**src/rtl/rf_pkg.sv**
```systemverilog
// rtl/rf_pkg.sv - shared widths and port indices for the register-file writeback arbiter
//
// Purpose : common constants used by rf_wb_arbiter and rf_scoreboard.
// Contents: REG_AW   register address width
//           REG_DW   register data width
//           NUM_REGS architectural register count (r0 hard-wired to zero)
//           PORT0/1  writeback port indices, also the encoding of the round-robin pointer

package rf_pkg;

    localparam int REG_AW   = 5;
    localparam int REG_DW   = 32;
    localparam int NUM_REGS = 32;

    localparam logic PORT0 = 1'b0;
    localparam logic PORT1 = 1'b1;

    // One-hot decode of a register address; r0 never appears in any mask.
    function automatic logic [NUM_REGS-1:0] reg_onehot(input logic [REG_AW-1:0] addr);
        logic [NUM_REGS-1:0] mask;
        mask       = '0;
        mask[addr] = 1'b1;
        mask[0]    = 1'b0;
        return mask;
    endfunction

endpackage

```
**src/rtl/rf_scoreboard.sv**
```systemverilog
// rtl/rf_scoreboard.sv - 32-entry pending-write scoreboard with three read taps
//
// Purpose : tracks registers that have an issued but not yet committed write.
// Ports   : clk, rst_n         clock, async active-low reset
//           set_en, set_addr   issue of an instruction that will write set_addr
//           clr_en, clr_addr   commit of a write to clr_addr (register file updated)
//           tap_a/b/c_addr     read addresses
//           tap_a/b/c          pending bit at each read address (combinational, no bypass)
//           err                sticky: an issue hit an already pending register

module rf_scoreboard
    import rf_pkg::*;
(
    input  logic              clk,
    input  logic              rst_n,
    input  logic              set_en,
    input  logic [REG_AW-1:0] set_addr,
    input  logic              clr_en,
    input  logic [REG_AW-1:0] clr_addr,
    input  logic [REG_AW-1:0] tap_a_addr,
    input  logic [REG_AW-1:0] tap_b_addr,
    input  logic [REG_AW-1:0] tap_c_addr,
    output logic              tap_a,
    output logic              tap_b,
    output logic              tap_c,
    output logic              err
);

    logic [NUM_REGS-1:0] pending;
    logic [NUM_REGS-1:0] set_mask;
    logic [NUM_REGS-1:0] clr_mask;
    logic [NUM_REGS-1:0] pending_next;
    logic                err_next;

    always_comb begin
        set_mask = '0;
        clr_mask = '0;
        if (set_en) begin
            set_mask = reg_onehot(set_addr);
        end
        if (clr_en) begin
            clr_mask = reg_onehot(clr_addr);
        end
        // Clear first, then set: an issue landing on the commit cycle of the
        // same register must leave the bit set for the new writer.
        pending_next = (pending & ~clr_mask) | set_mask;
        // A re-issue to a pending register is a protocol violation by the issuer.
        err_next     = err | (set_en & pending[set_addr]);
    end

    always_ff @(posedge clk or negedge rst_n) begin
        if (!rst_n) begin
            pending <= '0;
            err     <= 1'b0;
        end else begin
            pending <= pending_next;
            err     <= err_next;
        end
    end

    assign tap_a = pending[tap_a_addr];
    assign tap_b = pending[tap_b_addr];
    assign tap_c = pending[tap_c_addr];

endmodule

```
**src/rtl/rf_wb_arbiter.sv**
```systemverilog
// rtl/rf_wb_arbiter.sv - two-port register-file writeback arbiter with pending-write scoreboard
//
// Purpose : shares the single register-file write port between the ALU writeback (port 0)
//           and the load / multi-cycle writeback (port 1), and exposes RAW/WAW hazard taps.
// Ports   : clk, rst_n                  clock, async active-low reset
//           wb0_valid/addr/data/ready   port 0 request, ready = granted this cycle
//           wb1_valid/addr/data/ready   port 1 request, ready = granted this cycle
//           iss_valid, iss_addr         issue of an instruction that will write iss_addr
//           chk_addr_a/b, hz_a/b        source hazard checks
//           iss_busy                    destination already pending; issuer must hold
//           rf_we/rf_waddr/rf_wdata     registered register-file write port
//           sb_err                      sticky scoreboard violation flag
// Params  : RR_MODE       1 = round-robin, 0 = fixed priority with port 0 favoured
//           STARVE_LIMIT  fixed-priority losses of port 1 before it is forced to win (1..15)

module rf_wb_arbiter
    import rf_pkg::*;
#(
    parameter int RR_MODE      = 1,
    parameter int STARVE_LIMIT = 4
) (
    input  logic              clk,
    input  logic              rst_n,
    input  logic              wb0_valid,
    input  logic [REG_AW-1:0] wb0_addr,
    input  logic [REG_DW-1:0] wb0_data,
    output logic              wb0_ready,
    input  logic              wb1_valid,
    input  logic [REG_AW-1:0] wb1_addr,
    input  logic [REG_DW-1:0] wb1_data,
    output logic              wb1_ready,
    input  logic              iss_valid,
    input  logic [REG_AW-1:0] iss_addr,
    input  logic [REG_AW-1:0] chk_addr_a,
    input  logic [REG_AW-1:0] chk_addr_b,
    output logic              hz_a,
    output logic              hz_b,
    output logic              iss_busy,
    output logic              rf_we,
    output logic [REG_AW-1:0] rf_waddr,
    output logic [REG_DW-1:0] rf_wdata,
    output logic              sb_err
);

    localparam logic [3:0] STARVE_MAX = 4'(STARVE_LIMIT);

    logic              rr_ptr;
    logic [3:0]        starve_cnt;
    logic              gnt0;
    logic              gnt1;
    logic              any_gnt;
    logic              pick1;
    logic [REG_AW-1:0] sel_addr;
    logic [REG_DW-1:0] sel_data;
    logic [3:0]        starve_next;

    // Grant selection. Contention is the only case that needs a policy; a lone
    // requester is always granted so writeback never stalls needlessly.
    always_comb begin
        gnt0  = 1'b0;
        gnt1  = 1'b0;
        pick1 = 1'b0;
        if (wb0_valid && wb1_valid) begin
            if (RR_MODE != 0) begin
                pick1 = (rr_ptr == PORT0);
            end else begin
                pick1 = (starve_cnt == STARVE_MAX);
            end
        end else begin
            pick1 = wb1_valid;
        end
        // Gating on rst_n keeps both readys low while reset is asserted.
        if (rst_n) begin
            gnt1 = wb1_valid & pick1;
            gnt0 = wb0_valid & ~pick1;
        end
    end

    assign wb0_ready = gnt0;
    assign wb1_ready = gnt1;
    assign any_gnt   = gnt0 | gnt1;
    assign sel_addr  = gnt1 ? wb1_addr : wb0_addr;
    assign sel_data  = gnt1 ? wb1_data : wb0_data;

    // Port 1 loses only under contention; the count saturates so it can never wrap
    // past the forcing threshold even if the limit is set to the maximum.
    always_comb begin
        starve_next = 4'd0;
        if (wb1_valid && !gnt1) begin
            starve_next = (starve_cnt == 4'hF) ? starve_cnt : starve_cnt + 4'd1;
        end
    end

    always_ff @(posedge clk or negedge rst_n) begin
        if (!rst_n) begin
            rr_ptr     <= PORT0;
            starve_cnt <= 4'd0;
        end else begin
            starve_cnt <= starve_next;
            if (any_gnt) begin
                rr_ptr <= gnt1;
            end
        end
    end

    // Output stage. A granted write to r0 is accepted but never reaches the
    // register file, and leaves the last committed address/data in place.
    always_ff @(posedge clk or negedge rst_n) begin
        if (!rst_n) begin
            rf_we    <= 1'b0;
            rf_waddr <= '0;
            rf_wdata <= '0;
        end else begin
            rf_we <= 1'b0;
            if (any_gnt && (sel_addr != '0)) begin
                rf_we    <= 1'b1;
                rf_waddr <= sel_addr;
                rf_wdata <= sel_data;
            end
        end
    end

    // Commit clears the bit at the edge that ends the rf_we cycle, so hazards
    // drop exactly when the register file holds the new value.
    rf_scoreboard u_sb (
        .clk        (clk),
        .rst_n      (rst_n),
        .set_en     (iss_valid),
        .set_addr   (iss_addr),
        .clr_en     (rf_we),
        .clr_addr   (rf_waddr),
        .tap_a_addr (chk_addr_a),
        .tap_b_addr (chk_addr_b),
        .tap_c_addr (iss_addr),
        .tap_a      (hz_a),
        .tap_b      (hz_b),
        .tap_c      (iss_busy),
        .err        (sb_err)
    );

endmodule

```
**config.mk**
```make
export PLATFORM = sky130hd
export DESIGN_NAME = rf_wb_arbiter
export DESIGN_NICKNAME = d
export VERILOG_FILES = /design/src/rtl/rf_pkg.sv /design/src/rtl/rf_scoreboard.sv /design/src/rtl/rf_wb_arbiter.sv
export SDC_FILE = /design/constraint.sdc
export NUM_CORES = 1
export LEC_CHECK = 0
export ABC_AREA = 1
export BUFFER_PORTS_ARGS = -buffer_cell sky130_fd_sc_hd__clkbuf_2
export CORE_ASPECT_RATIO = 1.75
export CORE_MARGIN = 10
export CORE_UTILIZATION = 45
export DETAILED_ROUTE_END_ITERATION = 8
export GPL_ROUTABILITY_DRIVEN = 0
export HOLD_SLACK_MARGIN = 0.06
export PLACE_DENSITY = 0.72
export SLEW_MARGIN = 20
export SYNTH_ARGS = -nofsm -noshare
export SYNTH_HDL_FRONTEND = slang
export SYNTH_SLANG_ARGS = --single-unit
```
**constraint.sdc**
```tcl
create_clock -name clk -period 2.17 [get_ports clk]
set_input_delay 0.217 -clock clk [delete_from_list [all_inputs] [get_ports clk]]
set_output_delay 0.217 -clock clk [all_outputs]
set_load 0.005 [all_outputs]
```
* Word level (Yosys, flattened, before mapping)
Index checks and enable logic that the tools add are counted.
** Word-level totals
- Logic and storage cells :: 45
- Input bits :: 94
- Register bits :: 72
- Output and inout port bits :: 44
** Cells by class
- Bitwise logic cells :: 10
- Muxes and demuxes :: 18
- Reduce and logical (&&, ||, !) cells :: 5
- Order comparisons :: 6
** Operator list (number)
- $mux W32 :: 3
- $and A32 B32 Y32 :: 1
- $not A32 Y32 :: 1
- $or A32 B32 Y32 :: 1
- $lt A5 B6 Y1 const B :: 4
- $bmux W1 S5 :: 3
- $demux W1 S5 :: 2
- $ge A5 B1 Y1 const B :: 2
- $mux W1 :: 9
- $mux W5 :: 1
- $reduce_bool A5 Y1 :: 1
- $logic_and A1 B1 Y1 :: 4
- $and A1 B1 Y1 :: 3
- $not A1 Y1 :: 2
- $or A1 B1 Y1 :: 2

* Logic depth before layout (Yosys ltp)
Gate-level depths: netlist of run 1.
- Word-level depth :: 8
- Gate-level depth with buffers :: 13

* Cells and area by module
A second synthesis of run 1 with hierarchy kept.
** Second synthesis, totals
- Cell total of the unflattened synthesis :: 750
- Area total of the unflattened synthesis :: 4779.6 µm²
** By module, submodules not included
- rf_scoreboard :: times used 1, seq. area each 800.8 µm², area an instance 2626.3 µm², cells an instance 443
- rf_wb_arbiter :: times used 1, seq. area each 975.9 µm², area an instance 2153.3 µm², cells an instance 307

* Worst setup path after synthesis of run 1
No wires, ideal clock.
- Path kind :: register to register
- From :: register rr_ptr
- To :: register rf_wdata[10]
- Stages on the path, launching flop included :: 12
- Period minus slack after synthesis :: 1492 ps
- Data arrival time :: 1375 ps
- Required time :: 2053 ps
- Setup time :: 117 ps
- Path slack :: 678 ps
- Cells stage by stage :: dfrtp_1 -> nand2_2 -> nand3_2 -> buf_6 -> nand2_1 -> nand2_1 -> nor2_1 -> nand2_1 -> buf_2 -> buf_6 -> nand3_1 -> nand2_1
** Between the ends
- Longest elaborated chain between the ends :: 7
- Elaborated cells on any way between the ends :: 12
- Classes of those cells :: 5 x mux; 5 x bitwise; 2 x reduce/logical
** Ends and longest elaborated chain
- from (decl) :: line rf_wb_arbiter.sv:47 : logic rr_ptr;
- from (signal assigned) :: line rf_wb_arbiter.sv:101 : rr_ptr <= gnt1;
- $not A1 Y1 * :: line rf_wb_arbiter.sv:65 : pick1 = (rr_ptr == PORT0);
- $mux W1 * :: line rf_wb_arbiter.sv:63 : if (wb0_valid && wb1_valid) begin
- $and A1 B1 Y1 / $not A1 Y1 (equally long branches) :: line rf_wb_arbiter.sv:74, rf_wb_arbiter.sv:75
- $mux W1 / $and A1 B1 Y1 (equally long branches) :: line rf_wb_arbiter.sv:73, rf_wb_arbiter.sv:75
- $mux W5 / $mux W1 (equally long branches) :: line rf_wb_arbiter.sv:82, rf_wb_arbiter.sv:73
- $reduce_bool A5 Y1 / $or A1 B1 Y1 (equally long branches) :: line rf_wb_arbiter.sv:115, rf_wb_arbiter.sv:81
- $logic_and A1 B1 Y1 :: line rf_wb_arbiter.sv:115 : if (any_gnt && (sel_addr != '0)) begin
- to (signal assigned) :: line rf_wb_arbiter.sv:118 : rf_wdata <= sel_data;
- to (decl) :: line rf_wb_arbiter.sv:41 : output logic [REG_DW-1:0] rf_wdata,
Mark *: on every way between the ends. The rest lies on a longest branch, timed or not.
A chain may end at the register's enable or synchronous reset.

* Worst setup path after layout of run 1
- From :: input rst_n
- To :: output wb1_ready
** Between the ends
- Longest elaborated chain between the ends :: 1
** Ends and longest elaborated chain
- from (decl) :: line rf_wb_arbiter.sv:23 : input logic rst_n,
- $mux W1 :: line rf_wb_arbiter.sv:73 : if (rst_n) begin
- to (decl) :: line rf_wb_arbiter.sv:31 : output logic wb1_ready,
No other way between the ends.

==> summary.md, run 1 <==
| Metric | Value |
|---|---|
| Outcome | `completed` |
| Worst-Skew Late Latency | `0.33 ns` |
| Worst Setup EP | `wb1_ready` |
| # diodes | `0` |
| Top cells by area, synth | `dfrtp_1 41%, nand2_1 30%, nand3_1 11%` |
| Via count | `4854` |
| Drt pass-1 iters | `5` |
| Synth Flop Type | `dfrtp_1` |
| IO Port Bufs | `137` |
| Synth Register Bits | `71` |
| Chip height | `149.9 um` |
| Tcrit/Tclk final | `86.08%` |
| Top-count cell post-synth | `nand2_1` |
| Crit Path Max Fanout | `20` |
| Worst Setup End Kind | `output port` |
| Initial drt markers | `353` |
| Yosys top cell area share | `40.96%` |
| Congestion Overflow GR | `0` |
| TritonCTS clock tree | `done` |
| Final setup viols | `0` |
| Seq. cell area | `1777 um2` |
| Mux cell area share after synthesis | `0%` |
| Pwr dens | `905.5 nW/um2` |
| Row count | `47` |
| Compound-gate portion of the synthesized area | `8.307%` |
| First-pass GRT wire length | `22910 um` |
| Final Max Slew Viols | `0` |
| DIE AREA | `14120 um2` |
| Antenna violations before repair | `0` |
| Share of cells above drive strength 1 | `20.82%` |
| WP data required | `1.95 ns` |
| Hold Path Class | `input pin to flip-flop` |
| Setup CP Type | `input pin to output port` |
| Remaining antenna violation count | `0` |
| Synthesized area | `4338 um2` |
| Worst R2R End | `rf_wdata[21]` |
| RSZ-0062 raised after global routing | `false` |
| Worst Reg2Reg Path Length in Cells | `10` |
| Total clock sinks | `71` |
| Synth area leader | `dfrtp_1` |
| Multi-input gate area | `2247 um2` |
| Max_cap viols | `0` |
| Vias in the first global route | `5077` |
| Sequential-to-total area share from yosys stat | `40.96%` |
| Fmax | `535.3 MHz` |
| Slew margin rel. | `64.57%` |
| Arrival @ worst endpoint | `1.65 ns` |
| Post-CTS Setup Inserts | `0` |
| Total CTS buffers | `9` |
| Post-route setup TNS | `0 ns` |
| Wirelength, routed | `13860 um` |
| RR Startpoint | `rr_ptr` |
| Layout Cells excl Fill | `929` |
| CTS H-Tree Depth | `3` |
| Post-Synth Simple-Gate Area | `43.50%` |
| DR vias/cell | `5.225` |
| Yosys Warn Count | `0` |
| Min Tclk post-route | `1.868 ns` |
| Leak | `3.082 nW` |
| Die X | `94.22 um` |
| Main combinational cell family by area after synthesis | `simple AND/OR/NAND/NOR gates` |
| Total core area | `9468 um2` |
| Dpl cells | `913` |
| GRT Total Usage | `19.98%` |
| Min Hold Slack | `0.1629 ns` |
| # IOs | `138` |
| Bufs on Longest Clock Path | `2` |
| Async S/R FF share, synth | `100.0%` |
| Dpl hpwl | `11220 um` |
| Syn Inst Count | `669` |
| Starting density of the core | `45.82%` |
| Post-Syn Nets | `763` |
| DRC | `0` |
| Startpoint Class | `input pin` |
| Area grow syn2layout | `24.83%` |
| R2R Setup Slk | `0.44 ns` |
| Post-cts sizing count | `0` |
| Yosys cell types | `19` |
| Syn Area/Cell | `6.484 um2` |
| DR WL/cell | `14.92 um` |
| Worst slew pin tran | `0.5314 ns` |
| Clk_skew | `0.004482 ns` |
| Maximum VDD drop | `0.6197 mV` |
| CTS root buffer | `clkbuf_16` |
| Fill cells | `938` |
| Pin count of the biggest net entering global routing | `44` |
| Synth cell count leaders | `346 x nand2_1, 97 x nand3_1, 71 x dfrtp_1, 62 x o21ai_0, 34 x inv_1` |
| Post-synth EDFFs | `0` |
| Post-Synth Adder-Cell Area | `0%` |
| Post-Synth XOR/XNOR Area | `0%` |
| Worst-path clk slew | `0.06 ns` |
| Nets@finish | `897` |
| Crit path from | `rst_n` |
| Final Hold Vio Count | `0` |
## per-stage QoR
stage	cell area (um2)	total power [mW]	util, %	worst slack (ns)
6_report	5415	4.904	57.20	0.3021
5_1_grt	5415	5.267	57.20	0.1213
4_1_cts	5415	4.927	57.20	0.3062
3_5_place_dp	5125	3.500	54.13	0.4809
3_3_place_gp	5125	3.426	54.13	0.4904
2_1_floorplan	4338	2.889	-	0.6782
## per-layer routing
layer | vias to the layer above | share of wire (%) | GRT usage, %
met4 | 0 | 3.3 | 9.847
met2 | 213 | 52 | 35.83
li1 | 2410 | - | -
met5 | - | 0 | 0
met3 | 39 | 7.2 | 6.219
met1 | 2192 | 38 | 19.98
## worst min path at each step
stage / start / end / slack (ns) / cells after the start
5_1_grt: iss_valid / u_sb.err / 0.17 / 3
3_3_place_gp: rst_n / rf_wdata[19] / 0.29 / 2
2_1_floorplan: rst_n / rf_waddr[0] / -0.08 / 0
4_1_cts: iss_valid / u_sb.err / 0.15 / 3
6_report: iss_valid / u_sb.err / 0.16 / 3
3_5_place_dp: rst_n / rf_wdata[18] / 0.31 / 2
## worst max-delay path, stage by stage
cell,delay (ns)
dlygate4sd3_1,0.53
buf_4,0.15
nand3_2,0.09
inv_2,0.23
buf_4,0.28
clkbuf_2,0.15
## flip-flops by register name, indices dropped and copies added (netlist names)
name	count
rf_wdata	32
u_sb.pending	31
rf_waddr	5
rf_we	1
rr_ptr	1
u_sb.err	1
## cells by family (layout without fill, tap and decap cells)
logic type             count (synthesis)  in the layout
AND/OR/NAND/NOR                      462            462
flip-flops                            71             71
buffers and inverters                 67            205
AO/OA/AOI/OAI                         69             69
## report_power, final
group          switching [mW]  total (mW)  internal [mW]  leakage, nW
Sequential              0.405        2.12           1.72        0.814
Clock                   0.530        1.41          0.879        0.135
Combinational           0.803        1.37          0.572         2.13
## layout by cell type, fill, tap and decap left out, drive strengths merged
| cell | n |
|---|---|
| nand4 | 2 |
| nand3 | 98 |
| inv | 36 |
| clkbuf | 147 |
| nor2 | 5 |
| nand3b | 2 |
| clkinvlp | 1 |
| o211ai | 6 |
| clkinv | 4 |
| bufinv | 1 |
| a21oi | 1 |
| nand2 | 347 |
| nor3 | 8 |
| o21ai | 62 |
| buf | 15 |
| dlygate4sd3 | 1 |
| dfrtp | 71 |
## repair_timing
item | 4_1_cts | 5_1_grt
hold buffers | 1 | 0
endpoints found under the setup margin | 0 | 0
endpoints found under the hold margin | 71 | 0
## layout make-up
class	instances	area share, %
Clock buffer	11	4.298
Timing Repair Buffer	152	15.06
Multi-Input combinational cell	531	41.50
Sequential cell	71	32.81
Inverter	38	2.634
Clock inverter	4	0.8780
Tap cell	122	2.819
(Power assumes the default switching activity.)
==> run 2: changes to the inputs <==
--- a/config.mk
+++ b/config.mk
@@ -5,15 +5,15 @@
 export SDC_FILE = /design/constraint.sdc
 export NUM_CORES = 1
 export LEC_CHECK = 0
-export ABC_AREA = 1
 export BUFFER_PORTS_ARGS = -buffer_cell sky130_fd_sc_hd__clkbuf_2
 export CORE_ASPECT_RATIO = 1.75
 export CORE_MARGIN = 10
-export CORE_UTILIZATION = 45
+export CORE_UTILIZATION = 50
+export CTS_BUF_LIST = sky130_fd_sc_hd__clkbuf_8
 export DETAILED_ROUTE_END_ITERATION = 8
 export GPL_ROUTABILITY_DRIVEN = 0
 export HOLD_SLACK_MARGIN = 0.06
-export PLACE_DENSITY = 0.72
+export PLACE_DENSITY = 0.8
 export SLEW_MARGIN = 20
 export SYNTH_ARGS = -nofsm -noshare
 export SYNTH_HDL_FRONTEND = slang
==> run 2 against run 1 <==
First-iteration DRC count decreased by 27%. Synthesized area down 12%. The flow now finishes with violations (setup timing). Clock power hardly changed. Sequential share of layout area rose by 3.3 points. Sequential cell count stayed put. Largest power group unchanged.
==> summary.md, run 2 <==
| Metric | Value |
|---|---|
| Outcome | `finished with violations` |
| Failing checks | `setup timing` |
| Share of cells above drive strength 1 | `36.87% (+16 points)` |
| Final Hold Vio Count | `0 (unchanged)` |
| Top-count cell post-synth | `nand2_1` |
| Min Tclk post-route | `2.353 ns (+0.4846 ns)` |
| DR WL/cell | `19.20 um (+29%)` |
| Remaining antenna violation count | `0 (unchanged)` |
| Total clock sinks | `71 (unchanged)` |
| Bufs on Longest Clock Path | `2 (unchanged)` |
| Synth Register Bits | `71 (unchanged)` |
| Highest metal used | `met4` |
| Crit-path max cell delay | `0.50 ns (-0.03 ns)` |
| Regs by FF count | `rf_wdata: 32 flops, u_sb.pending: 31 flops, rf_waddr: 5 flops` |
| GRT Total Usage | `20.91% (+0.93 points)` |
| Area grow syn2layout | `28.39%` |
| Total core area | `7515 um2 (-21%)` |
| Pwr dens | `1043 nW/um2 (+15%)` |
| Worst-Skew Late Latency | `0.35 ns (+0.02 ns)` |
| Arrival @ worst endpoint | `2.14 ns (+0.49 ns)` |
| WP data required | `1.95 ns (about the same)` |
| Starting density of the core | `50.97% (+5.1 points)` |
| Sequential-to-total area share from yosys stat | `46.39% (+5.4 points)` |
| Fmax | `425.1 MHz (-21%)` |
| Worst Reg2Reg Path Length in Cells | `4 (-6)` |
| DIE AREA | `11700 um2 (-17%)` |
| Clk_skew | `0.006796 ns (+0.002314 ns)` |
| Async S/R FF share, synth | `100.0% (unchanged)` |
| Pre-CTS WS | `0.04428 ns (-0.4366 ns)` |
| Nets@finish | `626 (-30%)` |
| Row count | `42 (-11%)` |
| Commonest non-fill, non-tap cell in the layout | `clkbuf_2` |
| Post-synth EDFFs | `0 (unchanged)` |
| Most frequent cells in the layout | `136 x clkbuf_2, 77 x nand2_1, 71 x dfrtp_1` |
| Tcrit/Tclk final | `108.4% (+22 points)` |
| Synth area leader | `dfrtp_1` |
| Crit Path Max Fanout | `4 (-80%)` |
| CP cell instances | `mux4_2 > mux4_2 > mux2_4 > clkbuf_2` |
| DRC | `0 (unchanged)` |
| Slew margin rel. | `54.91% (-9.7 points)` |
| IO Port Bufs | `137 (unchanged)` |
| Initial drt markers | `256 (-27%)` |
| Synthesized area | `3830 um2 (-12%)` |
| Worst Setup End Kind | `output port` |
| Final worst slack | `-0.1826 ns (-0.4846 ns)` |
| Total CTS buffers | `9 (unchanged)` |
| # IOs | `138 (unchanged)` |
| Leak | `2.177 nW (-29%)` |
| Worst slew pin tran | `0.6764 ns (+0.1449 ns)` |
| DR vias/cell | `6.018 (+15%)` |
| Synth cell count leaders | `77 x nand2_1, 71 x dfrtp_1, 64 x o21ai_0, 41 x nor2_1, 38 x a31oi_1` |
| CP most frequent cell | `mux4_2` |
| Startpoint Class | `flip-flop` |
| Syn Area/Cell | `9.575 um2 (+48%)` |
| Wire length on met1 | `4383 um (-16%)` |
| First-pass GRT wire length | `19550 um (-15%)` |
| Drt pass-1 iters | `5 (unchanged)` |
| Hold Path Class | `input pin to flip-flop` |
| Yosys Warn Count | `0 (unchanged)` |
| Worst-path clk slew | `0.08 ns (+0.02 ns)` |
| # diodes | `0 (unchanged)` |
| Top cells by area, synth | `dfrtp_1 46%, mux4_2 12%, o21ai_0 8.4%` |
| RSZ-0062 raised after global routing | `true` |
| Final Max Slew Viols | `0 (unchanged)` |
| Fill cells | `599 (-36%)` |
| Pin count of the biggest net entering global routing | `55 (+25%)` |
| Wirelength, routed | `12000 um (-13%)` |
| Reg with most FFs | `rf_wdata` |
| Yosys cell types | `29 (+10)` |
| Max_cap viols | `0 (unchanged)` |
| Maximum VDD drop | `0.5999 mV (-3.2%)` |
| Die X | `86.16 um (-8.6%)` |
| Syn Inst Count | `400 (-40%)` |
| Vias in the first global route | `3926 (-23%)` |
| Congestion Overflow GR | `0 (unchanged)` |
| Post-Syn Nets | `494 (-35%)` |
| Final setup viols | `2 (+2)` |
| Via count | `3761 (-23%)` |
| Synth Flop Type | `dfrtp_1` |
| Dpl hpwl | `9309 um (-17%)` |
| Post-layout util | `65.43% (+8.2 points)` |
| Antenna violations before repair | `0 (unchanged)` |
| Yosys top cell area share | `46.39% (+5.4 points)` |
| Power, Total | `5.131 mW (+4.6%)` |
| Slowest CP cell | `mux4_2` |
| Chip height | `135.8 um (-9.4%)` |
| Worst hold stages | `3 (unchanged)` |
| Setup CP Type | `flip-flop to output port` |
| DR WL met2 | `6066 um (-16%)` |
| CTS H-Tree Depth | `3 (unchanged)` |
| Max reg flops | `32 (unchanged)` |
| CTS root buffer | `clkbuf_8` |
| Routed met3 length | `1278 um (+28%)` |
| TritonCTS clock tree | `done` |
## run 2: layout make-up
cell class,instances,area [um2],area share (%)
sequential,71,1777,36.13
tap,88,110.1,2.239
clock inverter,5,127.6,2.595
clock buffer,11,151.4,3.079
timing repair buffer,147,769.5,15.65
inverter,2,7.507,0.1527
multi-input combinational,301,1974,40.15
## run 2: logic make-up (layout without fill, tap and decap cells)
logic type / Yosys count / in the layout / synth area share [%]
buffers and inverters: 28 / 165 / 2.940
AO/OA/AOI/OAI: 117 / 117 / 17.31
AND/OR/NAND/NOR: 150 / 150 / 17.51
flip-flops: 71 / 71 / 46.39
multiplexers: 34 / 34 / 15.84
## run 2: critical path: cells and delay by family, from the launching register on
family | cells | cell delay, ns
muxes | 3 | 1.22
DFF | 1 | 0.44
buffers and inverters | 1 | 0.11
## run 2: final timing paths
kind / start / endpoint / slack, ns
setup / recovery: u_sb.pending[20] / hz_a / -0.18
hold / removal: wb1_data[26] / rf_wdata[26] / 0.09
setup reg to reg: u_sb.pending[30] / u_sb.err / 0.54
hold reg to reg: rf_wdata[29] / rf_wdata[29] / 0.55
max in group asynchronous: rst_n / u_sb.pending[25] / 0.86
min in group asynchronous: rst_n / rf_wdata[13] / 0.35
## run 2: routing by layer
| layer | vias to the layer above | track usage [%] |
|---|---|---|
| met5 | - | 0 |
| met4 | 0 | 9.559 |
| met3 | 39 | 8.434 |
| met2 | 248 | 34.94 |
| met1 | 1752 | 22.36 |
| li1 | 1722 | - |
## run 2: what timing repair did
| item | in CTS | in global routing |
|---|---|---|
| endpoints found under the hold margin | 17 | 0 |
| resized for setup | 3 | 4 |
| endpoints found under the setup margin | 3 | 4 |
| hold buffers | 1 | 0 |
| setup buffers | 2 | 0 |
| pin swaps | 0 | 2 |
## run 2: through the flow
step                      TNS [ns]  instance area, um2  instances  hold WS, ns
after CTS                  -0.3416                4905        625      0.07177
final                      -0.3274                4917        625      0.09305
after floorplan                  0                3830        400     -0.07859
after global routing       -0.4705                4917        625      0.07450
after global placement           0                4587        606       0.1166
after detailed placement         0                4587        606       0.1218
## run 2: where the power goes
part | internal [mW] | switching, mW | leakage [nW]
logic | 0.817 | 0.653 | 1.28
registers | 1.74 | 0.479 | 0.763
clock network | 0.943 | 0.497 | 0.136
total | 3.50 | 1.63 | 2.18
==> run 3: changes to the inputs <==
==> constraint.sdc (replaced) <==
create_clock -name clk -period 2.4 [get_ports clk]
set_input_delay 0.24 -clock clk [delete_from_list [all_inputs] [get_ports clk]]
set_output_delay 0.24 -clock clk [all_outputs]
set_load 0.005 [all_outputs]
==> run 3 against run 2 <==
The run now ends clean. Sequential power is 9.9% lower. Core utilization down 2.2 points. Die area is the same. Sequential share of layout area is 1.2 points higher. Sequential cell count unchanged. Register-to-register slack worse by 0.11 ns. Via count down 0.69%. Non-clock buffer count fell by 5. Highest routed layer unchanged.
==> summary.md, run 3 (synthesis results as in run 2) <==
| Metric | Value |
|---|---|
| Max_cap viols | `0 (unchanged)` |
| CTS H-Tree Depth | `3 (unchanged)` |
| TritonCTS clock tree | `done` |
| Arrival @ worst endpoint | `2.11 ns (-0.03 ns)` |
| Chip height | `135.8 um (unchanged)` |
| M2 GR Usage | `35.89% (+0.95 points)` |
| Hold Path Class | `input pin to flip-flop` |
| DR WL/cell | `19.66 um (+2.4%)` |
| Pwr dens | `872.8 nW/um2 (-16%)` |
| Post-layout util | `63.27% (-2.2 points)` |
| Tcrit/Tclk final | `97.72%` |
| Final Max Slew Viols | `0 (unchanged)` |
| Outcome | `completed` |
| Total clock sinks | `71 (unchanged)` |
| Worst slew pin tran | `0.9140 ns (+0.2376 ns)` |
| # diodes | `0 (unchanged)` |
| Pin count of the biggest net entering global routing | `75 (+36%)` |
| Dpl hpwl | `9345 um (+0.39%)` |
| Startpoint Class | `flip-flop` |
| Dpl cells | `603 (-0.50%)` |
| Max reg flops | `32 (unchanged)` |
| Total CTS buffers | `9 (unchanged)` |
| Most frequent cells in the layout | `136 x clkbuf_2, 77 x nand2_1, 71 x dfrtp_1` |
| Clk_skew | `0.01028 ns (+0.003481 ns)` |
| Setup CP Type | `flip-flop to output port` |
| Post-route setup TNS | `0 ns (+0.3274 ns)` |
| Starting density of the core | `50.97% (unchanged)` |
| Worst Setup End Kind | `output port` |
| Min Tclk post-route | `2.345 ns` |
| Pre-CTS WS | `0.2383 ns (+0.1940 ns)` |
| Die X | `86.16 um (unchanged)` |
| Area grow syn2layout | `24.14%` |
| Leak | `2.099 nW (-3.6%)` |
| Crit Path Max Fanout | `4 (unchanged)` |
| Bufs on Longest Clock Path | `2 (unchanged)` |
| Final Hold Vio Count | `0 (unchanged)` |
| Remaining antenna violation count | `0 (unchanged)` |
| Share of cells above drive strength 1 | `35.54% (-1.3 points)` |
| Final setup viols | `0 (-2)` |
| Regs by FF count | `rf_wdata: 32 flops, u_sb.pending: 31 flops, rf_waddr: 5 flops` |
| Fmax | `426.4 MHz` |
| Vias in the first global route | `4097 (+4.4%)` |
| Total core area | `7515 um2 (unchanged)` |
| Met1 Resource Use GR | `21.42% (-0.94 points)` |
| Reg with most FFs | `rf_wdata` |
| Initial drt markers | `304 (+19%)` |
| Slew margin rel. | `39.07% (-16 points)` |
| CTS root buffer | `clkbuf_8` |
| GRT Total Usage | `21.17% (+0.26 points)` |
| DR vias/cell | `6.053 (+0.60%)` |
| Antenna violations before repair | `0 (unchanged)` |
| Layout Cells excl Fill | `617 (-1.3%)` |
| Commonest non-fill, non-tap cell in the layout | `clkbuf_2` |
| Congestion Overflow GR | `0 (unchanged)` |
| IO Port Bufs | `137 (unchanged)` |
| Wirelength, routed | `12130 um (+1.1%)` |
| First-pass GRT wire length | `19720 um (+0.89%)` |
| Min Hold Slack | `0.1245 ns (+0.03144 ns)` |
| DIE AREA | `11700 um2 (unchanged)` |
| DRC | `0 (unchanged)` |
| Maximum VDD drop | `0.3965 mV (-34%)` |
| # IOs | `138 (unchanged)` |
| Nets@finish | `621 (-0.80%)` |
| Met3 usage | `8.253% (-0.18 points)` |
| Final worst slack | `0.05475 ns (+0.2373 ns)` |
| Worst-Skew Late Latency | `0.35 ns (about the same)` |
| Worst-path clk slew | `0.07 ns (about the same)` |
| WP data required | `2.16 ns (+0.21 ns)` |
| GRT busiest layer | `met2` |
| CTS hold repair buffers | `0 (-1)` |
| Row count | `42 (unchanged)` |
| Via count | `3735 (-0.69%)` |
| Drt pass-1 iters | `5 (unchanged)` |
-- run 3: cell count changes in the layout (fill, tap and decap cells not counted), sizes merged --
| cell | delta |
|---|---|
| buf | -4 |
| bufinv | -4 |
| clkbuf | +1 |
| clkinv | +1 |
| clkinvlp | -1 |
| dlygate4sd3 | -1 |
-- run 3: layout make-up --
class / count / area [um2]
Tap cell: 88 / 110.1
Timing Repair Buffer: 142 / 738.2
Clock inverter: 1 / 5.005
Sequential cell: 71 / 1777
Multi-Input combinational cell: 301 / 1952
Inverter: 2 / 7.507
Fill cell: 631 / 2760
Clock buffer: 12 / 165.2
-- run 3: metal layers --
layer / wire [um] / share of wire (%)
met5: 0 / 0
met4: 474 / 3.9
met3: 1199 / 9.9
met2: 6081 / 50
met1: 4377 / 36
-- run 3: worst max-delay path, cell delays in order (launching register included) --
cell      delay (ns)
dfrtp_1         0.44
mux4_2          0.46
mux4_2          0.48
mux2_2          0.27
clkbuf_2        0.11
-- run 3: final timing paths --
kind / start / end / slack (ns) / cells after the start
min reg2reg: rr_ptr / rr_ptr / 0.55 / 1
max reg2reg: rr_ptr / rf_wdata[27] / 0.43 / 6
min in group asynchronous: rst_n / u_sb.pending[15] / 0.14 / 2
max in group asynchronous: rst_n / u_sb.pending[16] / 1.67 / 2
max: u_sb.pending[25] / hz_b / 0.05 / 4
min: wb1_data[2] / rf_wdata[2] / 0.12 / 3
-- run 3: what timing repair did --
action                                  4_1_cts  5_1_grt
setup buffers                                 0        1
gates resized for setup                       0        0
endpoints found under the setup margin        0        1
-- run 3: per-stage QoR --
step                total power [mW]  instance area [um2]
floorplan                      2.685                 3830
global placement               3.213                 4577
detailed placement             3.287                 4577
CTS                            4.136                 4747
global route                   4.400                 4755
finish                         4.150                 4755
-- run 3: power breakdown --
part / internal (mW) / switching (mW)
clock network: 0.441 / 0.408
registers: 1.58 / 0.423
logic: 0.713 / 0.587
